**src/rtl/duck_motion_ctrl.sv**
```systemverilog
// Duck flight controller: spawns a duck on each hunt, bounces it around the sky,
// drops it when shot. Define DUCK_ESCAPE_EN to make an unshot duck fly away.

module duck_motion_ctrl #(
    parameter int unsigned H_RES        = 1024,
    parameter int unsigned SKY_BOTTOM   = 560,
    parameter int unsigned DUCK_WIDTH   = 96,
    parameter int unsigned DUCK_HEIGHT  = 60,
    parameter int unsigned TICK_DIV     = 650_000,
    parameter int unsigned FLY_STEP     = 4,
    parameter int unsigned FALL_STEP    = 6,
    parameter int unsigned HIT_TICKS    = 50,
    parameter int unsigned ESCAPE_TICKS = 800
) (
    input  logic        clk,
    input  logic        rst,
    input  logic        game_enable,
    input  logic        hunt_start,
    input  logic        duck_killed,
    output logic [11:0] duck_xpos,
    output logic [11:0] duck_ypos,
    output logic        duck_dir_left,
    output logic        duck_visible,
    output logic        duck_down,
    output logic        duck_escaped
);

    localparam int unsigned TickW = (TICK_DIV > 1) ? $clog2(TICK_DIV) : 1;
    localparam int unsigned HitW  = (HIT_TICKS > 1) ? $clog2(HIT_TICKS) : 1;

    localparam logic [11:0] XMax       = 12'(H_RES - DUCK_WIDTH);
    localparam logic [11:0] XBounce    = 12'(H_RES - DUCK_WIDTH - FLY_STEP);
    localparam logic [11:0] YSpawn     = 12'(SKY_BOTTOM - DUCK_HEIGHT);
    localparam logic [11:0] YBotBounce = 12'(SKY_BOTTOM - DUCK_HEIGHT - FLY_STEP);
    localparam logic [11:0] SkyBot     = 12'(SKY_BOTTOM);
    localparam logic [11:0] FallEnd    = 12'(SKY_BOTTOM - FALL_STEP);
    localparam logic [11:0] FlyStep    = 12'(FLY_STEP);
    localparam logic [11:0] FallStep   = 12'(FALL_STEP);
    localparam logic [11:0] DuckW      = 12'(DUCK_WIDTH);

    if (TICK_DIV == 0 || HIT_TICKS == 0 || ESCAPE_TICKS == 0 || FLY_STEP == 0) begin : g_param_check
        $error("duck_motion_ctrl: tick counts and step sizes must be non-zero");
    end

`ifdef DUCK_ESCAPE_EN
    localparam int unsigned EscW = (ESCAPE_TICKS > 1) ? $clog2(ESCAPE_TICKS) : 1;
    typedef enum logic [2:0] {StHidden, StFlying, StHit, StFalling, StEscaping} state_e;
    logic [EscW-1:0] esc_cnt_q, esc_cnt_d;
    logic            escaped_q, escaped_d;
`else
    typedef enum logic [2:0] {StHidden, StFlying, StHit, StFalling} state_e;
`endif

    state_e            state_q, state_d;
    logic              hunt_cur_q, hunt_prev_q, kill_cur_q, kill_prev_q;
    logic [TickW-1:0]  tick_cnt_q, tick_cnt_d;
    logic [15:0]       lfsr_q, lfsr_d;
    logic [11:0]       x_q, x_d, y_q, y_d, spawn_raw, spawn_x;
    logic              dir_left_q, dir_left_d, dir_up_q, dir_up_d;
    logic [HitW-1:0]   hit_cnt_q, hit_cnt_d;
    logic              visible_q, visible_d, down_q, down_d;
    logic              hunt_edge, kill_edge, tick, fly_move;

    assign hunt_edge  = hunt_cur_q & ~hunt_prev_q;
    assign kill_edge  = kill_cur_q & ~kill_prev_q;
    assign tick       = (tick_cnt_q == TickW'(TICK_DIV - 1));
    assign tick_cnt_d = tick ? '0 : tick_cnt_q + TickW'(1);
    assign lfsr_d     = {lfsr_q[14:0], lfsr_q[15] ^ lfsr_q[13] ^ lfsr_q[12] ^ lfsr_q[10]};
    // Fold spawns past the right edge back so the sprite always fits.
    assign spawn_raw  = {2'b00, lfsr_q[9:0]};
    assign spawn_x    = (spawn_raw > XMax) ? spawn_raw - DuckW : spawn_raw;

    always_comb begin
        state_d    = state_q;
        x_d        = x_q;
        y_d        = y_q;
        dir_left_d = dir_left_q;
        dir_up_d   = dir_up_q;
        hit_cnt_d  = hit_cnt_q;
        down_d     = 1'b0;
        fly_move   = 1'b0;
`ifdef DUCK_ESCAPE_EN
        esc_cnt_d  = esc_cnt_q;
        escaped_d  = 1'b0;
`endif
        if (!game_enable) begin
            state_d = StHidden;
        end else begin
            unique case (state_q)
                StHidden: begin
                    if (hunt_edge) begin
                        state_d    = StFlying;
                        x_d        = spawn_x;
                        y_d        = YSpawn;
                        dir_left_d = lfsr_q[15];
                        dir_up_d   = 1'b1;
`ifdef DUCK_ESCAPE_EN
                        esc_cnt_d  = '0;
`endif
                    end
                end
                StFlying: begin
                    if (kill_edge) begin
                        state_d   = StHit;
                        hit_cnt_d = '0;
                    end else if (tick) begin
                        fly_move = hunt_cur_q;
`ifdef DUCK_ESCAPE_EN
                        if (esc_cnt_q == EscW'(ESCAPE_TICKS - 1)) begin
                            state_d  = StEscaping;
                            dir_up_d = 1'b1;
                            fly_move = 1'b0;
                        end else begin
                            esc_cnt_d = esc_cnt_q + EscW'(1);
                        end
`endif
                    end
                end
                StHit: begin
                    if (tick) begin
                        if (hit_cnt_q == HitW'(HIT_TICKS - 1)) state_d = StFalling;
                        else hit_cnt_d = hit_cnt_q + HitW'(1);
                    end
                end
                StFalling: begin
                    if (tick) begin
                        if (y_q >= FallEnd) begin
                            y_d     = SkyBot;
                            down_d  = 1'b1;
                            state_d = StHidden;
                        end else begin
                            y_d = y_q + FallStep;
                        end
                    end
                end
`ifdef DUCK_ESCAPE_EN
                StEscaping: begin
                    if (tick) begin
                        if (y_q <= FlyStep) begin
                            y_d       = '0;
                            escaped_d = 1'b1;
                            state_d   = StHidden;
                        end else begin
                            y_d = y_q - FlyStep;
                        end
                    end
                end
`endif
                default: state_d = StHidden;
            endcase
        end

        // Bounce tests compare before stepping so nothing wraps.
        if (fly_move) begin
            if (dir_left_q) begin
                if (x_q <= FlyStep) begin
                    x_d        = '0;
                    dir_left_d = 1'b0;
                end else begin
                    x_d = x_q - FlyStep;
                end
            end else if (x_q >= XBounce) begin
                x_d        = XMax;
                dir_left_d = 1'b1;
            end else begin
                x_d = x_q + FlyStep;
            end
            if (dir_up_q) begin
                if (y_q <= FlyStep) begin
                    y_d      = '0;
                    dir_up_d = 1'b0;
                end else begin
                    y_d = y_q - FlyStep;
                end
            end else if (y_q >= YBotBounce) begin
                y_d      = YSpawn;
                dir_up_d = 1'b1;
            end else begin
                y_d = y_q + FlyStep;
            end
        end

        visible_d = (state_d != StHidden);
    end

    always_ff @(posedge clk) begin
        if (rst) begin
            state_q     <= StHidden;
            hunt_cur_q  <= 1'b0;
            hunt_prev_q <= 1'b0;
            kill_cur_q  <= 1'b0;
            kill_prev_q <= 1'b0;
            tick_cnt_q  <= '0;
            lfsr_q      <= 16'hACE1;
            x_q         <= '0;
            y_q         <= SkyBot;
            dir_left_q  <= 1'b0;
            dir_up_q    <= 1'b0;
            hit_cnt_q   <= '0;
            visible_q   <= 1'b0;
            down_q      <= 1'b0;
`ifdef DUCK_ESCAPE_EN
            esc_cnt_q   <= '0;
            escaped_q   <= 1'b0;
`endif
        end else begin
            state_q     <= state_d;
            hunt_cur_q  <= hunt_start;
            hunt_prev_q <= hunt_cur_q;
            kill_cur_q  <= duck_killed;
            kill_prev_q <= kill_cur_q;
            tick_cnt_q  <= tick_cnt_d;
            lfsr_q      <= lfsr_d;
            x_q         <= x_d;
            y_q         <= y_d;
            dir_left_q  <= dir_left_d;
            dir_up_q    <= dir_up_d;
            hit_cnt_q   <= hit_cnt_d;
            visible_q   <= visible_d;
            down_q      <= down_d;
`ifdef DUCK_ESCAPE_EN
            esc_cnt_q   <= esc_cnt_d;
            escaped_q   <= escaped_d;
`endif
        end
    end

    assign duck_xpos     = x_q;
    assign duck_ypos     = y_q;
    assign duck_dir_left = dir_left_q;
    assign duck_visible  = visible_q;
    assign duck_down     = down_q;
`ifdef DUCK_ESCAPE_EN
    assign duck_escaped  = escaped_q;
`else
    assign duck_escaped  = 1'b0;
`endif

endmodule

```
**config.mk**
```make
export PLATFORM = sky130hd
export DESIGN_NAME = duck_motion_ctrl
export DESIGN_NICKNAME = d
export VERILOG_FILES = /design/src/rtl/duck_motion_ctrl.sv
export SDC_FILE = /design/constraint.sdc
export NUM_CORES = 1
export LEC_CHECK = 0
export CORE_MARGIN = 2
export CORE_UTILIZATION = 30
export DETAILED_ROUTE_END_ITERATION = 16
export SYNTH_ARGS = -nofsm -noshare
export SYNTH_HDL_FRONTEND = slang
export SYNTH_SLANG_ARGS = --single-unit
```
**constraint.sdc**
```tcl
create_clock -name clk -period 3.4 [get_ports clk]
set_input_delay 0.51 -clock clk [delete_from_list [all_inputs] [get_ports clk]]
set_output_delay 0.51 -clock clk [all_outputs]
set_load 0.03 [all_outputs]
```
==> results.cfg, run 1 <==
[synthesis]
syn_area_mm2 = 0.004228
synth-seq-cells = 76
synthCells = 519
synth_cell_types = 72
yosys_most_used_dff = dfxtp_1
synth_seq_area_share_pct = 35.99
synth-edff-count = 0
yosys_warnings = 0
synth_async_sr_flop_share_pct = 0
syn_avg_cell_area_um2 = 8.146

[sta]
min_period_ns = 2.571
hold_viol = 0
setup_ws_ns = 0.8290
finalSetupTns_ns = 0
maxSlewViolCount = 0
fin_crit_sh_pct = 75.62
worstMarginPinSlew_ns = 0.7654
slew_headroom_pct = 48.50
setup_viol = 0
max_clock_freq_ghz = 0.3890
finClkSkew_ns = 0.004833
rsz0062_at_grt = false

[power_and_ir_drop]
p_sw_mw = 0.4862
cellLeakagePower_nw = 1.732
power.share.clock_pct = 50.2
power_density_mw_per_mm2 = 433.0
intPower_mw = 1.689
swShare_pct = 22.35
combPwrFrac_pct = 6.3
vdd_drop_max_mv = 0.2015
seq_power_share_pct = 43.5

[die]
io_pins = 33
die_area_mm2 = 0.01506
rows = 43
core_area_mm2 = 0.01383
die_x_um = 122.7
dieHeight_um = 122.7
start_util_pct = 30.58

[place]
gp_congestion = 0.8795
io_buffers = 30
hpwl_um = 7706
dp_slack_ns = 0.4959

[worst_setup_path]
rr_endpoint = duck_ypos[4]
path_delay_family = simple AND/OR/NAND/NOR gates
path_cells = clkdlybuf4s50_1 -> nand2b_1 -> or4_1 -> o21a_1 -> or4_1 -> a21oi_1
crit_path_max_fanout = 14
rr_startpoint = duck_ypos[2]
r2r_slack_ns = 1.00
cp_common_cell = or4_1
r2r_cells = 9
crit_type = primary input to flop
startpoint_type = primary input
endpoint_kind = flop
cp_num_buf_inv = 1
required_ns = 3.66
crit_slowest_cell = or4_1
cp_data_arrival_time_ns = 2.83
max_stage_delay_ns = 0.73

[global_route]
grt-ovfl-total = 0
antenna_found_initial = 0
grt_pass1_vias = 3724
grt_max_degree = 49
grt_pass1_wl_um = 18310
grt.total_usage_pct = 15.20

[hold_path]
min_from = lfsr_q[14]
worst_hold_path_type = flop to flop
min_path_cells = 1
holdPathEnd = lfsr_q[15]

[drt]
drc = 0
avgViaCountPerCell = 5.228
drt_wl_total_um = 10710
vias = 3780
antenna_left = 0
wl_per_cell_um = 14.81
drtPass1Iterations = 5
drtIter0Drc = 388

[clock_tree]
post-cts-setup-buffers = 0
cts.clk_slew.worst_paths_ns = 0.06
clk_latency_ns = 0.33
htree_levels = 3
cts_buffers = 9
clock_path_buffers = 2
tritoncts = done
cts-resized-gates = 0
clockRootBuffer = clkbuf_16
clock_sinks = 76
cts_hold_buffers = 0

[finish]
mostFrequentLayoutCell = dfxtp_1
drive_above_1_share_pct = 6.446
num-nets-final = 555
final_cell_mix = dfxtp_1 (76), nor2_1 (57), nand2_1 (51)
antenna_cells = 0
syn_to_final_growth_pct = 18.82

[run]
cap_violations = 0

[status]
outcome = complete, no violations
==> Yosys cell counts, types with 4 or more instances <==
cell type  instances  area [um2]
a211oi_1          13       97.59
a21oi_1           27       135.1
and2_1             5       31.28
and3_1            11       68.82
buf_2              4       20.02
clkbuf_1          22       82.58
dfxtp_1           76        1521
ha_1              12       150.1
inv_1             10       37.54
mux2i_1            5       50.05
nand2_1           51       191.4
nand2b_1           6       37.54
nand3_1           18       90.09
nand4_1            5       31.28
nor2_1            57       214.0
nor2b_1           17       106.4
nor3_1            17       85.08
nor3b_1            6       45.04
nor4_1             5       31.28
o211ai_1           4       30.03
o21a_1             4       30.03
o21ai_0           15       75.07
o21ai_1            5       25.02
or2_2              7       43.79
or3_1              8       50.05
or4_1              4       30.03
xnor2_1           18       157.7
xor2_1            20       175.2
==> power by group through the flow <==
stage	combinational (mW)	sequential [mW]	clock (mW)
finish	0.137	0.947	1.09
floorplan	0.0999	0.960	0
global route	0.153	0.952	1.15
global placement	0.135	0.965	0
detailed placement	0.137	0.966	0
CTS	0.138	0.947	1.11
==> flip-flops by register name (all words and copies together) (netlist names), 3 cells and up <==
register and cells:
tick_cnt_q 20, duck_xpos 12, hit_cnt_q 6, state_q 3
lfsr_q 16, duck_ypos 11
==> logic make-up (layout without fill, tap and decap cells) <==
kind of cell,count (synthesis),in the layout,share of synthesized area [%]
DFF,76,76,35.99
and+or+nand+nor,241,241,30.45
muxes,5,5,1.184
adders and majority gates,12,12,3.551
other,1,3,0.08870
AOI/OAI and AO/OA,106,106,17.02
xor gates and xnor gates,38,38,7.872
buffers and inverters,40,62,3.847
==> per-layer routing <==
layer	wire (um)	global-route usage [%]	up-vias
met4	162	4.741	0
met3	425	2.835	15
met5	0	0	-
li1	-	-	1890
met2	4894	24.17	81
met1	5227	20.79	1794
==> worst max-delay path by stage <==
stage / end / start / cells past startpoint / slack, ns
after CTS: duck_ypos[1] / game_enable / 6 / 0.85
final: duck_ypos[1] / game_enable / 6 / 0.83
after detailed placement: duck_ypos[1] / game_enable / 6 / 0.50
after global routing: duck_ypos[1] / game_enable / 6 / 0.71
after global placement: duck_ypos[1] / game_enable / 6 / 0.52
after floorplan: duck_ypos[4] / duck_ypos[2] / 8 / 0.86
==> cell type report <==
type,count,area [um2]
fillers,1419,8803
multi-input cells,405,2557
flip-flops and latches,76,1521
repair buffers,35,337.8
clock buffers,9,225.2
well taps,180,225.2
clock inverters,7,115.1
inverters,11,41.29
==> through the flow <==
step / power, mW / cells / cell area [um2] / util (%) / hold slack, ns
after floorplan: 1.060 / 521 / 4235 / - / 0.3895
after global placement: 1.100 / 707 / 4683 / 33.87 / 0.3951
after detailed placement: 1.103 / 707 / 4683 / 33.87 / 0.3977
after CTS: 2.198 / 723 / 5024 / 36.33 / 0.4134
after global routing: 2.251 / 723 / 5024 / 36.33 / 0.4304
final: 2.175 / 723 / 5024 / 36.33 / 0.4086
Note: power is estimated with default switching activity, not from simulation.
==> run 2: changes to the inputs <==
clock period = 2.2 ns   (was 3.4 ns; I/O delays follow)
==> results.cfg, run 2 (synthesized netlist as in run 1, its figures left out) <==
[sta]
fin_crit_sh_pct = 98.06
hold_ws_ns = 0.4086
finalSetupTns_ns = 0
maxSlewViolCount = 0
finClkSkew_ns = 0.006362
max_clock_freq_ghz = 0.4635
min_period_ns = 2.157
setup_viol = 0
hold_viol = 0

[clock_tree]
cts_buffers = 9
clock_sinks = 76
clk_latency_ns = 0.34
clockRootBuffer = clkbuf_16
htree_levels = 3
tritoncts = done
cts_hold_buffers = 0
clock_path_buffers = 2
cts.clk_slew.worst_paths_ns = 0.06

[global_route]
grt-ovfl-total = 0
grt_pass1_wl_um = 18680
grt.total_usage_pct = 15.56
grt_max_degree = 47
grt_pass1_vias = 3877
antenna_found_initial = 0

[finish]
drive_above_1_share_pct = 18.36
largest_register = tick_cnt_q
largest_register_ffs = 20
fin_area_mm2 = 0.005495
num-nets-final = 611
syn_to_final_growth_pct = 29.98
antenna_cells = 0
final_cell_mix = dfxtp_1 (70), buf_4 (58), nor2_1 (57)
mostFrequentLayoutCell = dfxtp_1

[hold_path]
worst_hold_path_type = flop to flop

[worst_setup_path]
endpoint_kind = flop
crit_slowest_cell = or4b_4
crit_path_max_fanout = 5
crit_type = flop to flop
cp_data_arrival_time_ns = 2.42
path_cells = nand2_1 -> or4b_4 -> or3_4 -> or4_1 -> a21oi_1
max_stage_delay_ns = 0.56
startpoint_type = flop
required_ns = 2.47

[place]
io_buffers = 30
hpwl_um = 8136
gp_congestion = 0.8697
dpl-instance-area_mm2 = 0.005122

[die]
die_x_um = 122.7
core_area_mm2 = 0.01383
rows = 43
dieHeight_um = 122.7
start_util_pct = 30.58
io_pins = 33
die_area_mm2 = 0.01506

[drt]
drc = 0
vias = 4072
drtPass1Iterations = 5
wl_per_cell_um = 14.58
antenna_left = 0
drt_wl_total_um = 11360
avgViaCountPerCell = 5.227
drtIter0Drc = 312

[power_and_ir_drop]
vdd_drop_max_mv = 0.3687
power_density_mw_per_mm2 = 557.8
cellLeakagePower_nw = 2.000

[status]
outcome = complete, no violations

[run]
cap_violations = 0
-- run 2: cell count changes in the layout (fill, tap and decap cells not counted), moves of 3 or more --
cell       before  now
dfxtp_2         0    6
dfxtp_1        76   70
bufinv_16       3    0
buf_4           5   58
-- run 2: power by group --
group / switching [mW] / internal [mW] / total, mW
Combinational: 0.142 / 0.118 / 0.260
Clock: 0.595 / 0.757 / 1.35
Sequential: 0.0373 / 1.42 / 1.45
-- run 2: area by class of cell --
cell class / instances / area, um2
Clock buffer: 9 / 225.2
Clock inverter: 7 / 43.79
Fill cell: 1367 / 8332
Inverter: 11 / 41.29
Multi-Input combinational cell: 406 / 2655
Sequential cell: 76 / 1529
Tap cell: 180 / 225.2
Timing Repair Buffer: 90 / 775.7
-- run 2: what timing repair did --
item	in CTS	in global routing
endpoints found under the setup margin	0	12
resized for setup	0	22
setup buffers	0	3
-- run 2: final timing paths --
| path | from | end | slack [ns] | depth (start not counted) |
|---|---|---|---|---|
| worst max-delay path | tick_cnt_q[8] | duck_ypos[10] | 0.04 | 5 |
| worst min-delay path | lfsr_q[14] | lfsr_q[15] | 0.41 | 1 |
| worst max register to register | tick_cnt_q[8] | duck_ypos[10] | 0.04 | 5 |
| worst min register to register | lfsr_q[14] | lfsr_q[15] | 0.41 | 1 |
-- run 2: layer usage --
metal	global-route usage, %	up-vias	wire (um)
met2	25.52	108	5331
li1	-	2007	-
met3	4.275	17	580
met4	4.813	0	172
met1	19.82	1940	5277
met5	0	-	0
-- run 2: worst max-delay path: cells and delay by family, from the launching register on --
family,cells,cell delay (ns)
and+or+nand+nor,4,1.60
DFF,1,0.33
AOI/OAI and AO/OA,1,0.15
-- run 2: stage by stage --
stage          setup slack, ns  util [%]  power (mW)  std cells
2_1_floorplan         -0.01732         -       1.641        521
3_3_place_gp           -0.1969     37.05       1.733        759
3_5_place_dp           -0.2911     37.05       1.738        759
4_1_cts               0.005155     38.99       3.098        775
5_1_grt               -0.02273     39.74       3.192        779
6_report               0.04258     39.74       3.065        779
